## config.mk

```make
export PLATFORM = sky130hd
export DESIGN_NAME = uart_rx_byte_flat
export DESIGN_NICKNAME = d
export VERILOG_FILES = /design/src/rtl/uart_rx_if.sv /design/src/rtl/uart_rx_byte.sv /design/src/flat_wrapper.sv
export SDC_FILE = /design/constraint.sdc
export NUM_CORES = 1
export LEC_CHECK = 0
export ABC_AREA = 1
export CAP_MARGIN = 5
export CORE_ASPECT_RATIO = 1.2
export CORE_MARGIN = 5
export CORE_UTILIZATION = 60
export DETAILED_ROUTE_END_ITERATION = 10
export MAX_ROUTING_LAYER = met4
export PLACE_DENSITY = 0.93
export SETUP_SLACK_MARGIN = 0.5
export SKIP_LAST_GASP = 1
export SYNTH_ARGS = -nofsm -noshare
export SYNTH_HDL_FRONTEND = slang
export SYNTH_SLANG_ARGS = --single-unit
```

## constraint.sdc

```tcl
create_clock -name clk -period 3.12 [get_ports clk]
set_input_delay 0.78 -clock clk [delete_from_list [all_inputs] [get_ports clk]]
set_output_delay 0.78 -clock clk [all_outputs]
set_load 0.01 [all_outputs]
```

## src/rtl/uart_rx_if.sv

```systemverilog
// Received-byte channel of the UART receiver: valid/ready byte handshake
// plus the one-cycle error pulses.
interface uart_rx_if #(
  parameter int DATA_BYTE_LENGTH = 8
);
  logic [DATA_BYTE_LENGTH-1:0] data;
  logic                        data_valid;
  logic                        data_ready;
  logic                        frame_err;
  logic                        overrun;

  modport master (output data, data_valid, frame_err, overrun, input data_ready);
  modport slave  (input data, data_valid, frame_err, overrun, output data_ready);
endinterface

```

## src/rtl/uart_rx_byte.sv

```systemverilog
// UART receiver: synchronises rx, times bits from the system clock, samples
// mid-bit, assembles LSB-first bytes and hands them out on valid/ready.
module uart_rx_byte #(
  parameter int CLK_FREQ         = 50_000_000,
  parameter int BAUD             = 115200,
  parameter int DATA_BYTE_LENGTH = 8
) (
  input  logic        clk,
  input  logic        rst,
  input  logic        rx,
  output logic [3:0]  state,
  uart_rx_if.master   bus
);
  localparam int BIT_CYCLES = CLK_FREQ / BAUD;
  localparam int HALF       = BIT_CYCLES / 2;
  localparam int CW         = $clog2(BIT_CYCLES);
  localparam int N          = DATA_BYTE_LENGTH;

  typedef enum logic [3:0] {
    S_IDLE  = 4'b0001,
    S_START = 4'b0010,
    S_READ  = 4'b0100,
    S_STOP  = 4'b1000
  } state_t;

  state_t          cur, nxt;
  logic            rx_m, rx_s, rx_prev;
  logic [2:0]      vld_pipe;
  logic [CW-1:0]   cnt;
  logic [3:0]      bit_cnt;
  logic [N-1:0]    sr, sr_nxt;
  logic            shift_en, stop_smp, byte_done;

  assign state = cur;

  always_comb begin
    nxt      = cur;
    shift_en = 1'b0;
    stop_smp = 1'b0;
    case (cur)
      // vld_pipe[2] marks rx_prev as a real line sample, so the reset value of
      // the synchroniser never fakes a falling edge on a line held low.
      S_IDLE:  if (vld_pipe[2] && !rx_s && rx_prev) nxt = S_START;
      S_START: if (cnt == CW'(HALF - 1)) nxt = rx_s ? S_IDLE : S_READ;
      S_READ:  if (cnt == CW'(BIT_CYCLES - 1)) begin
                 shift_en = 1'b1;
                 if (bit_cnt == 4'(N - 1)) nxt = S_STOP;
               end
      S_STOP:  if (cnt == CW'(BIT_CYCLES - 1)) begin
                 stop_smp = 1'b1;
                 nxt      = S_IDLE;
               end
      default: nxt = S_IDLE;
    endcase
  end

  always_comb begin
    sr_nxt        = sr >> 1;
    sr_nxt[N-1]   = rx_s;
    byte_done     = stop_smp && rx_s;
  end

  always_ff @(posedge clk) begin
    if (rst) begin
      rx_m           <= 1'b1;
      rx_s           <= 1'b1;
      rx_prev        <= 1'b1;
      vld_pipe       <= '0;
      cur            <= S_IDLE;
      cnt            <= '0;
      bit_cnt        <= '0;
      sr             <= '0;
      bus.data       <= '0;
      bus.data_valid <= 1'b0;
      bus.frame_err  <= 1'b0;
      bus.overrun    <= 1'b0;
    end else begin
      rx_m     <= rx;
      rx_s     <= rx_m;
      rx_prev  <= rx_s;
      vld_pipe <= {vld_pipe[1:0], 1'b1};
      cur      <= nxt;

      // Count restarts on every state entry and after every data-bit sample.
      if (nxt != cur || shift_en)
        cnt <= '0;
      else if (cur == S_START || cur == S_READ || cur == S_STOP)
        cnt <= cnt + 1'b1;

      if (cur == S_START)
        bit_cnt <= '0;
      else if (shift_en)
        bit_cnt <= (bit_cnt == 4'(N - 1)) ? 4'd0 : bit_cnt + 4'd1;

      if (shift_en) sr <= sr_nxt;

      bus.frame_err <= stop_smp && !rx_s;
      bus.overrun   <= 1'b0;
      if (byte_done) begin
        if (!bus.data_valid || bus.data_ready) begin
          bus.data       <= sr;
          bus.data_valid <= 1'b1;
        end else begin
          bus.overrun    <= 1'b1;
        end
      end else if (bus.data_valid && bus.data_ready) begin
        bus.data_valid <= 1'b0;
      end
    end
  end
endmodule

```

## src/flat_wrapper.sv

```systemverilog
// flat-port wrapper written by rule: the top's interface ports become plain ports
module uart_rx_byte_flat 
#(
  parameter int CLK_FREQ         = 50_000_000,
  parameter int BAUD             = 115200,
  parameter int DATA_BYTE_LENGTH = 8
)
  (clk, rst, rx, state, bus_data, bus_data_valid, bus_frame_err, bus_overrun, bus_data_ready);
  uart_rx_if #(.DATA_BYTE_LENGTH(DATA_BYTE_LENGTH)) bus_i ();
  input  logic clk;
  input  logic rst;
  input  logic rx;
  output logic [3:0] state;
  output wire logic [$bits(bus_i.data)-1:0] bus_data;
  output wire logic [$bits(bus_i.data_valid)-1:0] bus_data_valid;
  output wire logic [$bits(bus_i.frame_err)-1:0] bus_frame_err;
  output wire logic [$bits(bus_i.overrun)-1:0] bus_overrun;
  input wire logic [$bits(bus_i.data_ready)-1:0] bus_data_ready;
  assign bus_data = bus_i.data;
  assign bus_data_valid = bus_i.data_valid;
  assign bus_frame_err = bus_i.frame_err;
  assign bus_overrun = bus_i.overrun;
  assign bus_i.data_ready = bus_data_ready;
  uart_rx_byte #(.CLK_FREQ(CLK_FREQ), .BAUD(BAUD), .DATA_BYTE_LENGTH(DATA_BYTE_LENGTH)) u_core (.clk(clk), .rst(rst), .rx(rx), .state(state), .bus(bus_i));
endmodule
```

Word level (Yosys, flattened, before mapping)
Cells that the tools add are included.

Flip-flop bits (word level): 42. Bits of input ports: 4. Logic and storage cells: 58.

Add/sub/neg operators: 2. Equal/unequal tests: 9. Muxes and demuxes: 16. Bitwise gates (word level): 1. Reduce and logical (&&, ||, !) cells: 17.

Operators with widths (count): $mux W4 (6); $pmux W4 S4 (1); $add A9 B1 Y9 const B (1); $eq A9 B8 Y1 const B (1); $eq A9 B9 Y1 const B (1); $eq A4 B3 Y1 const B (2); $mux W1 (8); $reduce_or A2 Y1 (3); $logic_and A1 B1 Y1 (5); $add A4 B1 Y4 const B (1); $eq A4 B1 Y1 const B (1); $eq A4 B2 Y1 const B (1); $eq A4 B4 Y1 const B (1); $logic_or A1 B1 Y1 (4); $ne A4 B4 Y1 (1); $reduce_and A2 Y1 (2); $mux W3 (1); $logic_not A1 Y1 (2); $ne A2 B2 Y1 const B (1); $reduce_bool A2 Y1 (1); $not A1 Y1 (1).

Logic depth before layout (Yosys ltp)
Gate-level depths: netlist of run 1.

Depth in word-level cells: 8. Depth in mapped cells: 12. Mapped depth without buffers: 12.

Least setup slack after synthesis of run 1
Ideal clock, no wire load.

Path type: input to register. Start point: input port rst. End point: register u_core.cnt[0]. Library setup time: 0.066 ns. Arrival time: 1.529 ns. Required time: 3.054 ns. Slack: 1.525 ns. Cell stages on the path: 8. Path buffers: 1. Cells stage by stage: clkbuf_1 -> inv_1 -> nand3_1 -> nor2_1 -> nand2_1 -> inv_1 -> nand3_4 -> nor2_1.

Cells in the longest elaborated chain, start to end: 1.

RTL lines: from (decl) (line flat_wrapper.sv:11) `input logic rst;`; $reduce_or A2 Y1 (no line); to (signal assigned) (line uart_rx_byte.sv:88) `cnt <= cnt + 1'b1;`; to (decl) (line uart_rx_byte.sv:29) `logic [CW-1:0] cnt;`.

No other way between the ends. A chain may end at the register's enable or synchronous reset.

Worst setup path in the final report of run 1
Start point: register u_core.cur[2] (netlist: u_core.state[2]). End point: output port state[2].

RTL lines: from (decl) (line uart_rx_byte.sv:26) `state_t cur, nxt;`; from (signal assigned) (line uart_rx_byte.sv:82) `cur <= nxt;`; to (decl) (line flat_wrapper.sv:13) `output logic [3:0] state;`.

No word-level cell between the ends.

==> flow_summary.ini, run 1 <==
[power_and_ir_drop]
pd_cells_nw_per_um2 = 389
power.static_leakage_uw = 0.000808
vdd_drop_max_mv = 0.368

[cts]
cts_buffer_depth = 2
hold_buffers = 0
cts_inserted_buffers = 5
post_cts_resize_count = 0
htreeDepth = 2
clk-insertion-delay-late_ps = 360
tritoncts = yes
cts_root_buf = sky130_fd_sc_hd__clkbuf_4
clock_pin_slew_reported_for_the_worst_setup_and_hold_paths_after_clock_tree_synthesis_ps = 120
postCtsSetupBuffers = 0
clock-sinks = 42

[die]
floorplan.die.width_um = 61.4
core_region_area_um2 = 3060
io-pin-count = 19
die_area_um2 = 4400
initial_cell_density_of_the_core_pct = 62.3
core.rowCount = 22
die_height_um = 71.7

[logic_synthesis]
synth.cell_area_um2 = 1900
synth_edf_count = 0
number_of_library_cell_types_mapped_by_synthesis = 27
netlist.area_leader.share_pct = 44.2
mappedNetlistNets = 263
synth-seq-cells = 42
avgSynthCellArea_um2 = 7.46
ys_top_cells_by_area = sky130_fd_sc_hd__dfxtp_1, sky130_fd_sc_hd__nand2_1, sky130_fd_sc_hd__a21oi_1
synth_seq_area_share_pct = 44.2
yosys_warnings = 0
post_synthesis_cell_type_with_the_largest_combined_area = sky130_fd_sc_hd__dfxtp_1
synth_top_cells_by_count = sky130_fd_sc_hd__nand2_1, sky130_fd_sc_hd__dfxtp_1, sky130_fd_sc_hd__nor2_1, sky130_fd_sc_hd__inv_1, sky130_fd_sc_hd__a21oi_1
syn-instance-count = 255
yosys.cell_count.top_type = sky130_fd_sc_hd__nand2_1
asyncSetResetFlopFracSynth_pct = 0
synthFlopType = sky130_fd_sc_hd__dfxtp_1

[global_route]
grt_antenna_before_repair = 0
grt_usage_pct = 21.2
first_pass_grt_wire_length_um = 6850
first_global_vias = 1630
grt_start_max_net_pins = 26
grt_overflow = 0

[critical_path]
criticalPathCategory = register to output pin
timing.critical_path.fanout_max = 8
slowest_stage = sky130_fd_sc_hd__clkdlybuf4s50_1
cp.buffers_inverters = 1
timing.reg2reg.worst_path_depth = 8
worst_path_largest_cell_delay_ps = 590
critPathRequiredTime_ps = 2340
arrival_ps = 1450
crit_chain = clkdlybuf4s50_1
crit_family = buffers and inverters
crit_cells = 1
reg2reg_setup_slack_ps = 1240
critPathCaptureType = output pin
critical_path.startpoint_type = register

[worst_hold_path]
timing.hold.worst.class = register to register
hold_depth = 2

[route]
vias = 1661
first_pass_iters = 4
initialDrtViolationCount = 87
wire_per_inst_um = 12.6
via_per_inst = 5.34
ant_nets = 0
post-route-drc-count = 0
drt_wl_total_um = 3930

[timing]
worst_slack_ps = 893
final_max_slew_viol_count = 0
max_slew_margin_pct = 72.5
setup_viol = 0
clock.fmax_ghz = 0.449
final_hold_slack_ps = 419
timing.final.crit_period_ps = 2230
grt_setup_unrepaired = false
tns_ps = 0
finalCritPeriodShare_pct = 71.4
hold_viol_final = 0
fin_skew_ps = 10.6
worst_pin_slew_ps = 412

[place]
portBuffers = 18
placement.setup.worst_slack_ps = 1050
hpwl_um = 2950
gpl.final_weighted_congestion = 0.926

[run]
maxCapViolCount = 0

[cells_and_area]
final_util_pct = 70.3
nFillCells = 229
area_delta_synth_final_pct = 12.9
drive_above_1_share_pct = 9.09
antenna_cells_inserted = 0
final_nets = 282

[status]
status = complete, no violations
flip-flops by register name, indices dropped and copies added, names as in the netlist:
register / cells
u_core.sr: 8
u_core.rx_s: 1
u_core.bus.overrun: 1
u_core.bit_cnt: 4
u_core.rx_m: 1
u_core.rx_prev: 1
u_core.bus.data: 8
u_core.cnt: 9
u_core.bus.data_valid: 1
u_core.vld_pipe: 3
u_core.state: 4
u_core.bus.frame_err: 1
through the flow:
step / total power, uW / cell area [um2] / cells
2_1_floorplan: 571 / 1900 / 255
3_3_place_gp: 580 / 2090 / 303
3_5_place_dp: 581 / 2090 / 303
4_1_cts: 839 / 2150 / 311
5_1_grt: 876 / 2150 / 311
6_report: 835 / 2150 / 311
where the power goes:
part           switching (uW)  leakage (uW)  total, uW  internal (uW)
Clock                     178     0.0000322        266           88.6
Combinational            16.9      0.000436       27.2           10.3
Sequential               1.68      0.000340        542            540
Total                     196      0.000808        835            639
layout make-up:
type,instances,area [um2],share of cell area [%]
multi-input combinational,177,910,42.3
sequential,42,841,39.1
timing repair buffer,19,188,8.74
inverter,29,110,5.13
tap,36,45.0,2.10
clock buffer,6,41.3,1.92
clock inverter,2,13.8,0.641
cells by family after synthesis:
logic type               synth area share [%]
XOR/XNOR                                 3.68
AO/OA/AOI/OAI                            7.63
buffers and inverters                    8.02
flip-flops                               44.2
AND/OR/NAND/NOR                          33.9
adder cells (fa/ha/maj)                  2.63
final timing paths:
kind,end,startpoint
worst max-delay path,state[2],u_core.state[2]
worst min-delay path,u_core.vld_pipe[2],u_core.vld_pipe[1]
worst max register to register,u_core.bit_cnt[3],u_core.cnt[0]
worst min register to register,u_core.vld_pipe[2],u_core.vld_pipe[1]
cells in the final DEF (no fill, tap or decap):
master	synthesis	routed
sky130_fd_sc_hd__nand2_1	56	56
sky130_fd_sc_hd__dfxtp_1	42	42
sky130_fd_sc_hd__nor2_1	31	31
sky130_fd_sc_hd__inv_1	27	27
sky130_fd_sc_hd__a21oi_1	25	25
sky130_fd_sc_hd__nand3_1	22	22
sky130_fd_sc_hd__clkdlybuf4s50_1	0	18
sky130_fd_sc_hd__xor2_1	8	8
sky130_fd_sc_hd__nand4_1	5	5
sky130_fd_sc_hd__clkbuf_4	0	5
sky130_fd_sc_hd__nand2_2	4	4
sky130_fd_sc_hd__nor3_1	4	4
sky130_fd_sc_hd__ha_1	4	4
sky130_fd_sc_hd__nor2_2	3	3
sky130_fd_sc_hd__o21ai_0	3	3
sky130_fd_sc_hd__nor2_4	2	2
sky130_fd_sc_hd__nand3_4	2	2
sky130_fd_sc_hd__clkinv_2	1	2
sky130_fd_sc_hd__or2_2	2	2
sky130_fd_sc_hd__inv_2	1	1
sky130_fd_sc_hd__nand3_2	1	1
sky130_fd_sc_hd__nand3b_1	1	1
sky130_fd_sc_hd__and3_1	1	1
sky130_fd_sc_hd__o21ai_1	1	1
sky130_fd_sc_hd__nand4_2	1	1
sky130_fd_sc_hd__nor4_1	1	1
sky130_fd_sc_hd__clkbuf_1	4	1
sky130_fd_sc_hd__clkinv_4	0	1
sky130_fd_sc_hd__buf_4	0	1
layer usage:
layer	part of all wire [%]	wire length [um]	vias up	global-route usage [%]
met1	41	1620	761	23.7
met3	4.5	175	11	6.85
met4	2.6	103	0	10.4
met5	0	0	-	-
li1	-	-	849	-
met2	52	2030	40	33.3
Power figures use the tool's default switching activity.
==> run 2, diff against run 1 <==
--- a/config.mk
+++ b/config.mk
@@ -9,10 +9,10 @@
 export CAP_MARGIN = 5
 export CORE_ASPECT_RATIO = 1.2
 export CORE_MARGIN = 5
-export CORE_UTILIZATION = 60
+export CORE_UTILIZATION = 50
 export DETAILED_ROUTE_END_ITERATION = 10
 export MAX_ROUTING_LAYER = met4
-export PLACE_DENSITY = 0.93
+export PLACE_DENSITY = 0.84
 export SETUP_SLACK_MARGIN = 0.5
 export SKIP_LAST_GASP = 1
 export SYNTH_ARGS = -nofsm -noshare
==> constraint.sdc (replaced) <==
create_clock -name clk -period 1.97 [get_ports clk]
set_input_delay 0.4925 -clock clk [delete_from_list [all_inputs] [get_ports clk]]
set_output_delay 0.4925 -clock clk [all_outputs]
set_load 0.01 [all_outputs]
==> flow_summary.ini, run 2 (synthesized netlist as in run 1, its figures left out) <==
[die]
core_region_area_um2 = 3660
die_height_um = 77.6
floorplan.die.width_um = 66.3
core.rowCount = 24
die_area_um2 = 5150
initial_cell_density_of_the_core_pct = 51.9
io-pin-count = 19

[cts]
cts_inserted_buffers = 5
clk-insertion-delay-late_ps = 300
clock-sinks = 42
hold_buffers = 0
tritoncts = yes
cts_buffer_depth = 2
cts_root_buf = sky130_fd_sc_hd__clkbuf_8
htreeDepth = 2
clock_pin_slew_reported_for_the_worst_setup_and_hold_paths_after_clock_tree_synthesis_ps = 80

[timing]
max_slew_margin_pct = 75.0
final_max_slew_viol_count = 0
finalCritPeriodShare_pct = 81.3
worst_pin_slew_ps = 374
tns_ps = 0
final_hold_slack_ps = 411
hold_viol_final = 0
timing.final.crit_period_ps = 1600
clock.fmax_ghz = 0.624
fin_skew_ps = 8.94
grt_setup_unrepaired = true
setup_viol = 0

[global_route]
first_global_vias = 1714
grt_antenna_before_repair = 0
grt_overflow = 0
first_pass_grt_wire_length_um = 7400
grt_usage_pct = 19.0
grt_start_max_net_pins = 26

[cells_and_area]
most-common-layout-cells = sky130_fd_sc_hd__nand2_1, sky130_fd_sc_hd__dfxtp_1, sky130_fd_sc_hd__nor2_1
largest_register_ff_count = 9
layout_commonest_cell = sky130_fd_sc_hd__nand2_1
antenna_cells_inserted = 0
area_delta_synth_final_pct = 28.8
regMostFlops = u_core.cnt
final_nets = 293
drive_above_1_share_pct = 26.9
largest_registers = u_core.cnt x9, u_core.bus.data x8, u_core.sr x8

[critical_path]
critPathCaptureType = register
timing.reg2reg.worst_path_depth = 9
slowest_stage = sky130_fd_sc_hd__dfxtp_2
timing.critical_path.fanout_max = 7
worst_path_largest_cell_delay_ps = 330
criticalPathCategory = register to register
crit_path_frequent_cell = sky130_fd_sc_hd__nor2_4
critical_path.startpoint_type = register
arrival_ps = 1830
crit_chain = inv_2 > ha_4 > nand2_4 > nor2_4 > nand3_4 > nor2_4 > buf_6 > nand3_2 > a21oi_2
critPathRequiredTime_ps = 2200

[worst_hold_path]
hold_depth = 2
timing.hold.worst.class = register to register

[power_and_ir_drop]
design_power_total_uw = 1590
pd_cells_nw_per_um2 = 647
power.static_leakage_uw = 0.000954
vdd_drop_max_mv = 0.391

[place]
portBuffers = 18
gpl.final_weighted_congestion = 0.903
hpwl_um = 2650

[status]
status = complete, no violations

[route]
initialDrtViolationCount = 67
via_per_inst = 5.20
vias = 1756
post-route-drc-count = 0
drt_wl_total_um = 4640
ant_nets = 0
first_pass_iters = 4
wire_per_inst_um = 13.7

[run]
maxCapViolCount = 0
==> run 2: cell types whose count changed in the layout (fill, tap and decap cells not counted), sizes merged, moves of 2 or more <==
cell,previous run,this run
clkdlybuf4s15,0,3
buf,1,10
dlygate4sd2,0,11
clkinv,3,1
clkdlybuf4s50,18,3
==> run 2: stage by stage <==
stage	utilization, %	worst slack [ps]	instance area [um2]	cells
after detailed placement	58.4	233	2140	322
after global placement	58.4	263	2140	322
final	66.9	368	2450	338
after global routing	66.9	266	2450	338
after floorplan	-	517	1910	255
after CTS	65.3	439	2390	337
==> run 2: worst max-delay path: cells and delay by family, from the launching register on <==
family / cells / cell delay [ps]
AO/OA/AOI/OAI: 1 / 170
adder cells (fa/ha/maj): 1 / 140
buffers and inverters: 2 / 240
flip-flops: 1 / 330
AND/OR/NAND/NOR: 5 / 660
==> run 2: layout make-up <==
class	count	area, um2
multi-input cells	179	1060
repair buffers	28	244
flip-flops and latches	42	860
well taps	52	65.1
clock buffers	6	72.6
clock inverters	2	37.5
inverters	29	110
fillers	302	1210
==> run 2: final timing paths <==
kind	to	startpoint	slack, ps
setup / recovery	u_core.bus.data[3]	u_core.cnt[1]	370
setup reg to reg	u_core.bus.data[3]	u_core.cnt[1]	370
hold / removal	u_core.vld_pipe[2]	u_core.vld_pipe[1]	410
hold reg to reg	u_core.vld_pipe[2]	u_core.vld_pipe[1]	410
==> run 2: per-layer routing <==
layer / vias to the layer above / wire length [um] / GRT usage, % / share of wire, %
met5: - / 0 / - / 0
met4: 0 / 152 / 8.54 / 3.3
met3: 14 / 185 / 5.20 / 4.0
met2: 47 / 2360 / 31.0 / 51
met1: 817 / 1940 / 21.4 / 42
li1: 878 / - / - / -
==> run 2: timing repair <==
item,4_1_cts,5_1_grt
setup endpoints to repair,41,31
resized for setup,50,21
setup buffers,5,1
pin swaps,9,3
cloned,2,0
==> run 2: report_power, final <==
part	switching [uW]	internal (uW)	total, uW
combinational	30.9	18.0	48.9
clock	307	378	686
sequential	2.57	850	852
